## src/rtl/dsm_sample_scheduler_pkg.sv

```systemverilog
// Shared types and constants for the delta-sigma sample scheduler.
//   DSM_WIDTH_DEFAULT : default PCM word width (offset-binary)
//   asm_state_e       : L/R beat assembler state
//   dsm_frame_t       : stereo frame {left, right} at the default width
//   midscale()        : offset-binary zero level, 1 << (width-1)
package dsm_sample_scheduler_pkg;

  localparam int unsigned DSM_WIDTH_DEFAULT = 12;

  typedef enum logic {
    EXPECT_L = 1'b0,
    EXPECT_R = 1'b1
  } asm_state_e;

  typedef struct packed {
    logic [DSM_WIDTH_DEFAULT-1:0] left;
    logic [DSM_WIDTH_DEFAULT-1:0] right;
  } dsm_frame_t;

  function automatic logic [31:0] midscale(input int unsigned width);
    return 32'd1 << (width - 1);
  endfunction

endpackage

```

## src/rtl/dsm_sample_scheduler_if.sv

```systemverilog
// Interleaved L/R sample beat stream (valid/ready).
//   s_data  : sample beat
//   s_right : channel tag, 0=left 1=right
//   s_valid : beat valid (source)
//   s_ready : beat accepted when s_valid && s_ready (sink)
interface dsm_sample_scheduler_if #(
  parameter int unsigned DSM_WIDTH = 12
) ();

  logic [DSM_WIDTH-1:0] s_data;
  logic                 s_right;
  logic                 s_valid;
  logic                 s_ready;

  modport master (
    output s_data,
    output s_right,
    output s_valid,
    input  s_ready
  );

  modport slave (
    input  s_data,
    input  s_right,
    input  s_valid,
    output s_ready
  );

endinterface

```

## src/rtl/dsm_frame_fifo.sv

```systemverilog
// Synchronous show-ahead FIFO for stereo frames.
//   clk, rst  : clock, synchronous active-high reset (flushes contents)
//   push      : write push_data (ignored when full)
//   pop       : drop head entry (ignored when empty); pop_data is the head
//   full/empty: occupancy flags
//   level     : number of stored entries, 0..DEPTH
module dsm_frame_fifo #(
  parameter int unsigned WIDTH = 24,
  parameter int unsigned DEPTH = 4
) (
  input  logic                     clk,
  input  logic                     rst,
  input  logic                     push,
  input  logic [WIDTH-1:0]         push_data,
  input  logic                     pop,
  output logic [WIDTH-1:0]         pop_data,
  output logic                     full,
  output logic                     empty,
  output logic [$clog2(DEPTH):0]   level
);

  localparam int unsigned AW = $clog2(DEPTH);
  localparam int unsigned LW = AW + 1;

  logic [WIDTH-1:0] mem [DEPTH];
  logic [AW-1:0]    wr_ptr;
  logic [AW-1:0]    rd_ptr;
  logic             do_push;
  logic             do_pop;

  always_comb begin
    full     = (level == LW'(DEPTH));
    empty    = (level == '0);
    do_push  = push && !full;
    do_pop   = pop && !empty;
    pop_data = mem[rd_ptr];
  end

  always_ff @(posedge clk) begin
    if (do_push) begin
      mem[wr_ptr] <= push_data;
    end
  end

  always_ff @(posedge clk) begin
    if (rst) begin
      wr_ptr <= '0;
      rd_ptr <= '0;
      level  <= '0;
    end else begin
      if (do_push) begin
        wr_ptr <= wr_ptr + 1'b1;
      end
      if (do_pop) begin
        rd_ptr <= rd_ptr + 1'b1;
      end
      unique case ({do_push, do_pop})
        2'b10:   level <= level + 1'b1;
        2'b01:   level <= level - 1'b1;
        default: level <= level;
      endcase
    end
  end

endmodule

```

## src/rtl/dsm_sample_scheduler.sv

```systemverilog
// Paces stereo PCM frames into dsm_stereo at one frame per RATE_DIV clocks.
//   clk, aclr   : clock, synchronous active-high reset
//   s           : interleaved L/R beat stream (slave side)
//   mute        : sampled at tick, forces midscale output
//   clr_status  : clears underrun and sync_err (a coincident set wins)
//   left_pcm    : registered left sample to dsm_stereo
//   right_pcm   : registered right sample to dsm_stereo
//   frame_tick  : 1-cycle pulse coincident with a new left/right_pcm
//   fifo_level  : frames buffered
//   underrun    : sticky, an unmuted tick found the FIFO empty
//   sync_err    : sticky, a beat arrived with an out-of-order channel tag
module dsm_sample_scheduler
  import dsm_sample_scheduler_pkg::*;
#(
  parameter int unsigned DSM_WIDTH  = DSM_WIDTH_DEFAULT,
  parameter int unsigned RATE_DIV   = 4096,
  parameter int unsigned FIFO_DEPTH = 4
) (
  input  logic                          clk,
  input  logic                          aclr,
  dsm_sample_scheduler_if.slave         s,
  input  logic                          mute,
  input  logic                          clr_status,
  output logic [DSM_WIDTH-1:0]          left_pcm,
  output logic [DSM_WIDTH-1:0]          right_pcm,
  output logic                          frame_tick,
  output logic [$clog2(FIFO_DEPTH):0]   fifo_level,
  output logic                          underrun,
  output logic                          sync_err
);

  localparam logic [DSM_WIDTH-1:0] MIDSCALE = DSM_WIDTH'(midscale(DSM_WIDTH));
  localparam int unsigned          CW       = $clog2(RATE_DIV);

  typedef struct packed {
    logic [DSM_WIDTH-1:0] left;
    logic [DSM_WIDTH-1:0] right;
  } frame_t;

  asm_state_e           state;
  asm_state_e           state_next;
  logic [DSM_WIDTH-1:0] hold;
  logic                 ready;
  logic                 accept;
  logic                 hold_load;
  logic                 fifo_push;
  logic                 sync_set;

  logic [CW-1:0]        div_cnt;
  logic                 tick;

  frame_t               push_frame;
  frame_t               pop_frame;
  logic                 fifo_pop;
  logic                 fifo_full;
  logic                 fifo_empty;
  logic                 underrun_set;

  dsm_frame_fifo #(
    .WIDTH (2 * DSM_WIDTH),
    .DEPTH (FIFO_DEPTH)
  ) u_fifo (
    .clk       (clk),
    .rst       (aclr),
    .push      (fifo_push),
    .push_data (push_frame),
    .pop       (fifo_pop),
    .pop_data  (pop_frame),
    .full      (fifo_full),
    .empty     (fifo_empty),
    .level     (fifo_level)
  );

  // Assembler FSM: state register
  always_ff @(posedge clk) begin
    if (aclr) begin
      state <= EXPECT_L;
    end else begin
      state <= state_next;
    end
  end

  // Assembler FSM: next state. A stray left beat while expecting right
  // restarts the pair without leaving EXPECT_R.
  always_comb begin
    state_next = state;
    unique case (state)
      EXPECT_L: if (accept && !s.s_right) state_next = EXPECT_R;
      EXPECT_R: if (accept &&  s.s_right) state_next = EXPECT_L;
      default:  state_next = EXPECT_L;
    endcase
  end

  // Assembler FSM: outputs
  always_comb begin
    ready      = 1'b0;
    hold_load  = 1'b0;
    fifo_push  = 1'b0;
    sync_set   = 1'b0;
    if (!aclr) begin
      ready = (state == EXPECT_L) ? 1'b1 : !fifo_full;
    end
    accept = s.s_valid && ready;
    unique case (state)
      EXPECT_L: begin
        if (accept) begin
          if (s.s_right) sync_set  = 1'b1;
          else           hold_load = 1'b1;
        end
      end
      EXPECT_R: begin
        if (accept) begin
          if (s.s_right) begin
            fifo_push = 1'b1;
          end else begin
            hold_load = 1'b1;
            sync_set  = 1'b1;
          end
        end
      end
      default: ;
    endcase
  end

  assign s.s_ready = ready;
  assign push_frame = '{left: hold, right: s.s_data};

  always_ff @(posedge clk) begin
    if (aclr) begin
      hold <= '0;
    end else if (hold_load) begin
      hold <= s.s_data;
    end
  end

  // Rate divider
  assign tick = (div_cnt == CW'(RATE_DIV - 1));

  always_ff @(posedge clk) begin
    if (aclr) begin
      div_cnt <= '0;
    end else if (tick) begin
      div_cnt <= '0;
    end else begin
      div_cnt <= div_cnt + 1'b1;
    end
  end

  // Frames are consumed on every tick, even while muted, so the stream
  // stays in step with the sample clock.
  assign fifo_pop     = tick && !fifo_empty;
  assign underrun_set = tick && !mute && fifo_empty;

  always_ff @(posedge clk) begin
    if (aclr) begin
      left_pcm   <= MIDSCALE;
      right_pcm  <= MIDSCALE;
      frame_tick <= 1'b0;
    end else begin
      frame_tick <= tick;
      if (tick) begin
        if (mute) begin
          left_pcm  <= MIDSCALE;
          right_pcm <= MIDSCALE;
        end else if (!fifo_empty) begin
          left_pcm  <= pop_frame.left;
          right_pcm <= pop_frame.right;
        end
      end
    end
  end

  always_ff @(posedge clk) begin
    if (aclr) begin
      underrun <= 1'b0;
      sync_err <= 1'b0;
    end else begin
      if (underrun_set)    underrun <= 1'b1;
      else if (clr_status) underrun <= 1'b0;
      if (sync_set)        sync_err <= 1'b1;
      else if (clr_status) sync_err <= 1'b0;
    end
  end

endmodule

```

## src/flat_wrapper.sv

```systemverilog
// flat-port wrapper written by rule: the top's interface ports become plain ports
module dsm_sample_scheduler_flat import dsm_sample_scheduler_pkg::*;
#(
  parameter int unsigned DSM_WIDTH  = DSM_WIDTH_DEFAULT,
  parameter int unsigned RATE_DIV   = 4096,
  parameter int unsigned FIFO_DEPTH = 4
)
  (clk, aclr, mute, clr_status, left_pcm, right_pcm, frame_tick, fifo_level, underrun, sync_err, s_s_data, s_s_right, s_s_valid, s_s_ready);
  dsm_sample_scheduler_if #(.DSM_WIDTH(DSM_WIDTH)) s_i ();
  input  logic clk;
  input  logic aclr;
  input  logic mute;
  input  logic clr_status;
  output logic [DSM_WIDTH-1:0] left_pcm;
  output logic [DSM_WIDTH-1:0] right_pcm;
  output logic frame_tick;
  output logic [$clog2(FIFO_DEPTH):0] fifo_level;
  output logic underrun;
  output logic sync_err;
  input wire logic [$bits(s_i.s_data)-1:0] s_s_data;
  input wire logic [$bits(s_i.s_right)-1:0] s_s_right;
  input wire logic [$bits(s_i.s_valid)-1:0] s_s_valid;
  output wire logic [$bits(s_i.s_ready)-1:0] s_s_ready;
  assign s_i.s_data = s_s_data;
  assign s_i.s_right = s_s_right;
  assign s_i.s_valid = s_s_valid;
  assign s_s_ready = s_i.s_ready;
  dsm_sample_scheduler #(.DSM_WIDTH(DSM_WIDTH), .RATE_DIV(RATE_DIV), .FIFO_DEPTH(FIFO_DEPTH)) u_core (.clk(clk), .aclr(aclr), .s(s_i), .mute(mute), .clr_status(clr_status), .left_pcm(left_pcm), .right_pcm(right_pcm), .frame_tick(frame_tick), .fifo_level(fifo_level), .underrun(underrun), .sync_err(sync_err));
endmodule
```

## config.mk

```make
export PLATFORM = sky130hd
export DESIGN_NAME = dsm_sample_scheduler_flat
export DESIGN_NICKNAME = d
export VERILOG_FILES = /design/src/rtl/dsm_sample_scheduler_pkg.sv /design/src/rtl/dsm_sample_scheduler_if.sv /design/src/rtl/dsm_frame_fifo.sv /design/src/rtl/dsm_sample_scheduler.sv /design/src/flat_wrapper.sv
export SDC_FILE = /design/constraint.sdc
export NUM_CORES = 1
export LEC_CHECK = 0
export CAP_MARGIN = 20
export CORE_MARGIN = 3
export CORE_UTILIZATION = 57
export DETAILED_ROUTE_END_ITERATION = 10
export GPL_ROUTABILITY_DRIVEN = 1
export GPL_TIMING_DRIVEN = 0
export MAX_ROUTING_LAYER = met4
export PLACE_DENSITY_LB_ADDON = 0.25
export RECOVER_POWER = 50
export SYNTH_ARGS = -nofsm -noshare
export SYNTH_HDL_FRONTEND = slang
export SYNTH_SLANG_ARGS = --single-unit
```

## constraint.sdc

```tcl
create_clock -name clk -period 3.4 [get_ports clk]
set_clock_uncertainty 0.05 [all_clocks]
set_input_delay 0.68 -clock clk [delete_from_list [all_inputs] [get_ports clk]]
set_output_delay 0.68 -clock clk [all_outputs]
set_load 0.1 [all_outputs]
```

After elaboration in Yosys (flattened, before gate mapping)
Memory sizes are Yosys's and may differ from the RTL's. A register that Yosys moved wholly into a read port is not among the register bits.
Index checks and enable logic that the tools add are counted.
{"block": "totals", "reg_bits": 59, "mem_bits_rw": 96, "inputBits": 18, "out_inout_bits": 31, "word_cells": 64, "memories": 1}
{"memory": "u_core.u_fifo.mem", "depth": 4, "width": 24, "read_ports": 1, "rd_clocked_by_memory_dff": 1, "wr": 1, "line_no": "dsm_frame_fifo.sv:25", "source": "logic [WIDTH-1:0] mem [DEPTH];"}
{"block": "op_classes", "n_addsub": 5, "eq_ne": 5, "muxes": 23, "n_bitwise": 1, "n_reduce_logical": 18}
{"cell": "12-bit two-way mux", "n": 4}
{"cell": "1-bit two-way mux", "n": 14}
{"cell": "12-bit by 1-bit adder with 12-bit output (second input constant)", "n": 1}
{"cell": "12-bit equality test (second input constant)", "n": 1}
{"cell": "1-bit logical AND", "n": 8}
{"cell": "3-bit case mux with 2 select lines", "n": 1}
{"cell": "2-bit nonzero test", "n": 3}
{"cell": "2-bit by 1-bit adder with 2-bit output (second input constant)", "n": 2}
{"cell": "1-bit logical NOT", "n": 4}
{"cell": "2-bit two-way mux", "n": 2}
{"cell": "1-bit case mux with 2 select lines", "n": 2}
{"cell": "3-bit by 1-bit adder with 3-bit output (second input constant)", "n": 1}
{"cell": "3-bit equality test (second input constant)", "n": 1}
{"cell": "3-bit logical NOT", "n": 1}
{"cell": "3-bit by 1-bit subtractor with 3-bit output (second input constant)", "n": 1}
{"cell": "2-bit by 1-bit equality test with 1-bit output (second input constant)", "n": 1}
{"cell": "2-bit equality test (second input constant)", "n": 1}
{"cell": "2-bit inequality test (second input constant)", "n": 1}
{"cell": "2-bit AND reduction", "n": 1}
{"cell": "2-bit OR reduction", "n": 1}
{"cell": "1-bit NOT", "n": 1}

Logic depth before layout (Yosys ltp)
{"block": "depth", "word_depth": 10, "depth_mapped": 11, "depth_no_buf": 10}

Hierarchy
A second synthesis with hierarchy kept.
{"block": "unflattened", "cells_unflattened": 375, "area_unflattened_um2": 5964.5}
{"mod": "dsm_frame_fifo", "n_inst": 1, "cells_each": 180, "area_per_inst_um2": 3978.8, "seq_area_each_um2": 3062.9}
{"mod": "dsm_sample_scheduler", "n_inst": 1, "cells_each": 195, "area_per_inst_um2": 1985.7, "seq_area_each_um2": 1041.0}

Worst setup path after synthesis
No wires, ideal clock.
{"block": "synth_timing", "kind": "register to output", "from": "register u_core.u_fifo.level[0]", "to": "output s_s_ready", "t_arrival_ns": 2.504, "required_ns": 2.670, "path_slack_ns": 0.166, "path_stages_with_launch": 3, "path_buffers": 0, "cell_sequence": "dfxtp_1 nor4bb_1 nor2_1"}
{"block": "synth_via", "elab_chain_len": 4}
{"item": "start: declaration", "line_no": "dsm_frame_fifo.sv:19", "source": "output logic [$clog2(DEPTH):0] level"}
{"item": "start signal: assignment", "line_no": "dsm_frame_fifo.sv:58", "source": "2'b10: level <= level + 1'b1;"}
{"item": "start signal: assignment", "line_no": "dsm_frame_fifo.sv:59", "source": "2'b01: level <= level - 1'b1;"}
{"item": "start signal: assignment", "line_no": "dsm_frame_fifo.sv:60", "source": "default: level <= level;"}
{"item": "3-bit equality test", "line_no": "dsm_frame_fifo.sv:32", "source": "full = (level == LW'(DEPTH));"}
{"item": "1-bit logical NOT", "line_no": "dsm_sample_scheduler.sv:101", "source": "ready = (state == EXPECT_L) ? 1'b1 : !fifo_full;"}
{"item": "1-bit two-way mux", "line_no": "dsm_sample_scheduler.sv:101"}
{"item": "1-bit two-way mux", "line_no": "dsm_sample_scheduler.sv:100", "source": "if (!aclr) begin"}
{"item": "end: declaration", "line_no": "flat_wrapper.sv:23", "source": "output wire logic [$bits(s_i.s_ready)-1:0] s_s_ready;"}
Every way passes these cells.

Worst setup path after layout
{"block": "layout_timing", "from": "input aclr", "to": "output s_s_ready"}
{"block": "layout_via", "elab_chain_len": 1}
{"item": "start: declaration", "line_no": "flat_wrapper.sv:11", "source": "input logic aclr;"}
{"item": "1-bit two-way mux", "line_no": "dsm_sample_scheduler.sv:100"}
Every way passes these cells.

==> flow_metrics.env <==
export IMPL_grt_pass1_vias=3422
export IMPL_setup_viol=0
export IMPL_fmax_mhz=315
export IMPL_ant_nets=0
export IMPL_nFillCells=652
export IMPL_vias=3310
export IMPL_htree_levels=4
export IMPL_area_growth_pct=22.2
export IMPL_synth_seq_area_share=0.699
export IMPL_cp_arrival_ns=2.44
export IMPL_synth_top_family_by_area="multiplexers"
export IMPL_design_area_um2=7180
export IMPL_drive_above_1_share=0.153
export IMPL_antenna_cells=0
export IMPL_critPathLaunch="aclr"
export IMPL_grt_max_degree=19
export IMPL_globalplace_congestion=0.740
export IMPL_io_buffers=48
export IMPL_grt_usage=0.224
export IMPL_met3_usage=0.0570
export IMPL_clk_path_buf_depth=2
export IMPL_grt_antenna_before_repair=0
export IMPL_muxShareOfSynthArea=0.116
export IMPL_worstMarginPinSlew_ns=1.02
export IMPL_initial_core_util=0.593
export IMPL_p_seq_frac=0.513
export IMPL_switchingPower_mw=0.851
export IMPL_worst_setup_path_start_kind="primary input"
export IMPL_die_area_um2=11600
export IMPL_final_cell_mix="edfxtp_1 (96), dfxtp_1 (61), nor2_1 (35), clkdlybuf4s50_1 (35), inv_1 (32)"
export IMPL_min_from="u_core.right_pcm[11]"
export IMPL_post_cts_buffers=0
export IMPL_fp_dieH_um=107
export IMPL_core_um2=9910
export IMPL_hpwl_um=7080
export IMPL_hold_ws_ns=0.401
export IMPL_root_buffer="clkbuf_8"
export IMPL_synth_seq_cells=157
export IMPL_synth_nets=398
export IMPL_clk_latency_ns=0.53
export IMPL_cts_clk_slew_worst_paths_ns=0.07
export IMPL_drc=0
export IMPL_fin_total_pwr_mw=3.97
export IMPL_synthXorXnorAreaFrac=0.0194
export IMPL_drtIter0Drc=182
export IMPL_pre_cts_slack_ns=-0.630
export IMPL_synth_top_area_frac=0.491
export IMPL_cts_tree="done"
export IMPL_postRouteWirelength_um=11500
export IMPL_crit_fanout=10
export IMPL_swShare=0.214
export IMPL_cts_sinks=157
export IMPL_viasPerCell=5.61
export IMPL_num_rows=36
export IMPL_synthSimpleGateAreaFrac=0.0629
export IMPL_cp_common_cell="clkbuf_2"
export IMPL_p_per_area_nw_per_um2=553
export IMPL_cp_cell_sequence="clkdlybuf4s50_1 > clkbuf_2 > clkbuf_2 > nor2_1 > clkdlybuf4s15_2"
export IMPL_internal_power_mw=3.12
export IMPL_status="finished, final reports clean"
export IMPL_use_met2=0.353
export IMPL_hold_viol_final=0
export IMPL_post_route_min_period_ns=3.17
export IMPL_die_w_um=107
export IMPL_synth_area_per_cell_um2=15.7
export IMPL_worst_setup_path_end_kind="output pin"
export IMPL_critPathKind="in2out"
export IMPL_synth_async_sr_flop_share=0
export IMPL_yosysWarnings=0
export IMPL_num_io_pins=49
export IMPL_clockPowerShare=0.462
export IMPL_ir_drop_v=0.000464
export IMPL_nNetsFinal=469
export IMPL_setup_ws_ns=0.226
export IMPL_synth_ff_type="edfxtp_1"
export IMPL_postPlaceCellArea_um2=6600
export IMPL_synth_edf_count=96
export IMPL_routedWlPerCell_um=19.5
export IMPL_drv_cap=0
export IMPL_worst_path_buf_inv=4
export IMPL_grt_busiest_layer="met2"
export IMPL_worst_path_max_delay_cell="clkdlybuf4s50_1"
export IMPL_grt_use_met1=0.280
export IMPL_relSlewSlack=0.317
export IMPL_syn_instance_count=373
export IMPL_period_share=0.934
export IMPL_total_leakage_power_nw=2.44
export IMPL_synth_area_leaders="edfxtp_1 (49%), dfxtp_1 (21%), mux4_2 (9.2%)"
export IMPL_critPathTopFamily="buffers and inverters"
export IMPL_rsz0062_at_grt="no"
export IMPL_cpPeakStageDelay_ns=0.61
export IMPL_required_ns=2.67
export IMPL_slew_violations=0
export IMPL_grt_pass1_wl_um=18200
export IMPL_fin_util=0.724
export IMPL_synth_cell_type_count=43
export IMPL_cts_buffers=17
export IMPL_synth_cell_area_um2=5870
export IMPL_grt_overflow_total=0
export IMPL_firstDrtPassIters=4
export IMPL_r2r_start="u_core.div_cnt[0]"
export IMPL_min_path_type="reg2reg"
export IMPL_layout_commonest_cell="edfxtp_1"
export IMPL_post_synth_top_area_cell="edfxtp_1"
export IMPL_yosys_area_share_adder=0.0162
export IMPL_synth_compound_gate_area_share=0.0516
export IMPL_comb_power_share=0.025
power groups by stage:
stage          clock, mW  combinational [mW]  sequential, mW
3_5_place_dp           0               0.104            2.08
5_1_grt             1.94               0.109            2.04
4_1_cts             1.85               0.104            2.04
6_report            1.83               0.100            2.04
2_1_floorplan          0              0.0449            2.09
3_3_place_gp           0              0.0991            2.08
Yosys cell counts, types with 2 or more instances:
cell       instances
edfxtp_1          96
dfxtp_1           61
nor2_1            35
inv_1             32
mux4_2            24
o2bb2ai_1         19
mux2i_1           13
clkbuf_1           9
xor2_1             8
a21oi_1            6
ha_1               6
and2_1             5
xnor2_1            5
buf_2              4
nand2_1            4
nor2b_1            4
nand4_1            3
nor3_1             3
o21ai_0            3
o2bb2ai_2          3
or3_1              3
a2bb2oi_1          2
and4_1             2
buf_6              2
nand3_1            2
or4_1              2
cells by family (layout without fill, tap and decap cells):
| group | count (synthesis) | count (layout) |
|---|---|---|
| adders and majority gates | 7 | 7 |
| buffers and inverters | 49 | 133 |
| DFF | 157 | 157 |
| xor gates and xnor gates | 13 | 13 |
| and+or+nand+nor | 72 | 72 |
| muxes | 38 | 38 |
| AOI/OAI and AO/OA | 37 | 37 |
metal layers:
metal | vias up | wire, um
li1 | 1523 | -
met1 | 1655 | 4810
met2 | 110 | 5850
met3 | 22 | 597
met4 | 0 | 229
met5 | - | 0
metrics by stage:
step	TNS, ns	std cells
final	0	590
after global routing	0	590
after CTS	0	590
after detailed placement	-0.630	558
after global placement	-9.26	554
after floorplan	0	373
worst register-to-register path, delay by kind of cell, from the launching register on:
family	cells	cell delay (ns)
simple gates	4	1.24
buf+inv	2	0.25
fa+ha+maj	3	0.80
compound gates	1	0.14
flops	1	0.37
xor+xnor	1	0.15
sequential cells by signal (all words and copies together), names as in the netlist, named ones only:
name / cells
u_core.right_pcm: 12
u_core.frame_tick: 1
u_core.u_fifo.wr_ptr: 2
u_core.sync_err: 1
u_core.u_fifo.mem: 96
u_core.div_cnt: 12
u_core.u_fifo.rd_ptr: 2
u_core.hold: 12
u_core.left_pcm: 12
u_core.underrun: 1
u_core.u_fifo.level: 3
final cells by class:
class | instances | area [um2] | share of cell area
repair buffers | 52 | 567 | 0.0790
flip-flops and latches | 157 | 4100 | 0.572
well taps | 133 | 166 | 0.0232
clock inverters | 15 | 164 | 0.0228
multi-input cells | 167 | 1560 | 0.217
inverters | 32 | 120 | 0.0167
plain buffers | 17 | 85.1 | 0.0119
clock buffers | 17 | 414 | 0.0577
repair_timing:
action	4_1_cts	5_1_grt
setup endpoints to repair	1	1
hold buffers	0	0
endpoints found under the hold margin	0	0
pin swaps	0	0
resized for setup	4	2
worst paths after layout:
path,cells after the start,slack (ns),endpoint
worst min-delay path,2,0.40,u_core.right_pcm[11]
worst max register to register,11,0.34,u_core.u_fifo.level[2]
worst min register to register,2,0.40,u_core.right_pcm[11]
worst max-delay path,5,0.23,s_s_ready
No activity file was read; power rests on OpenSTA's default activity.
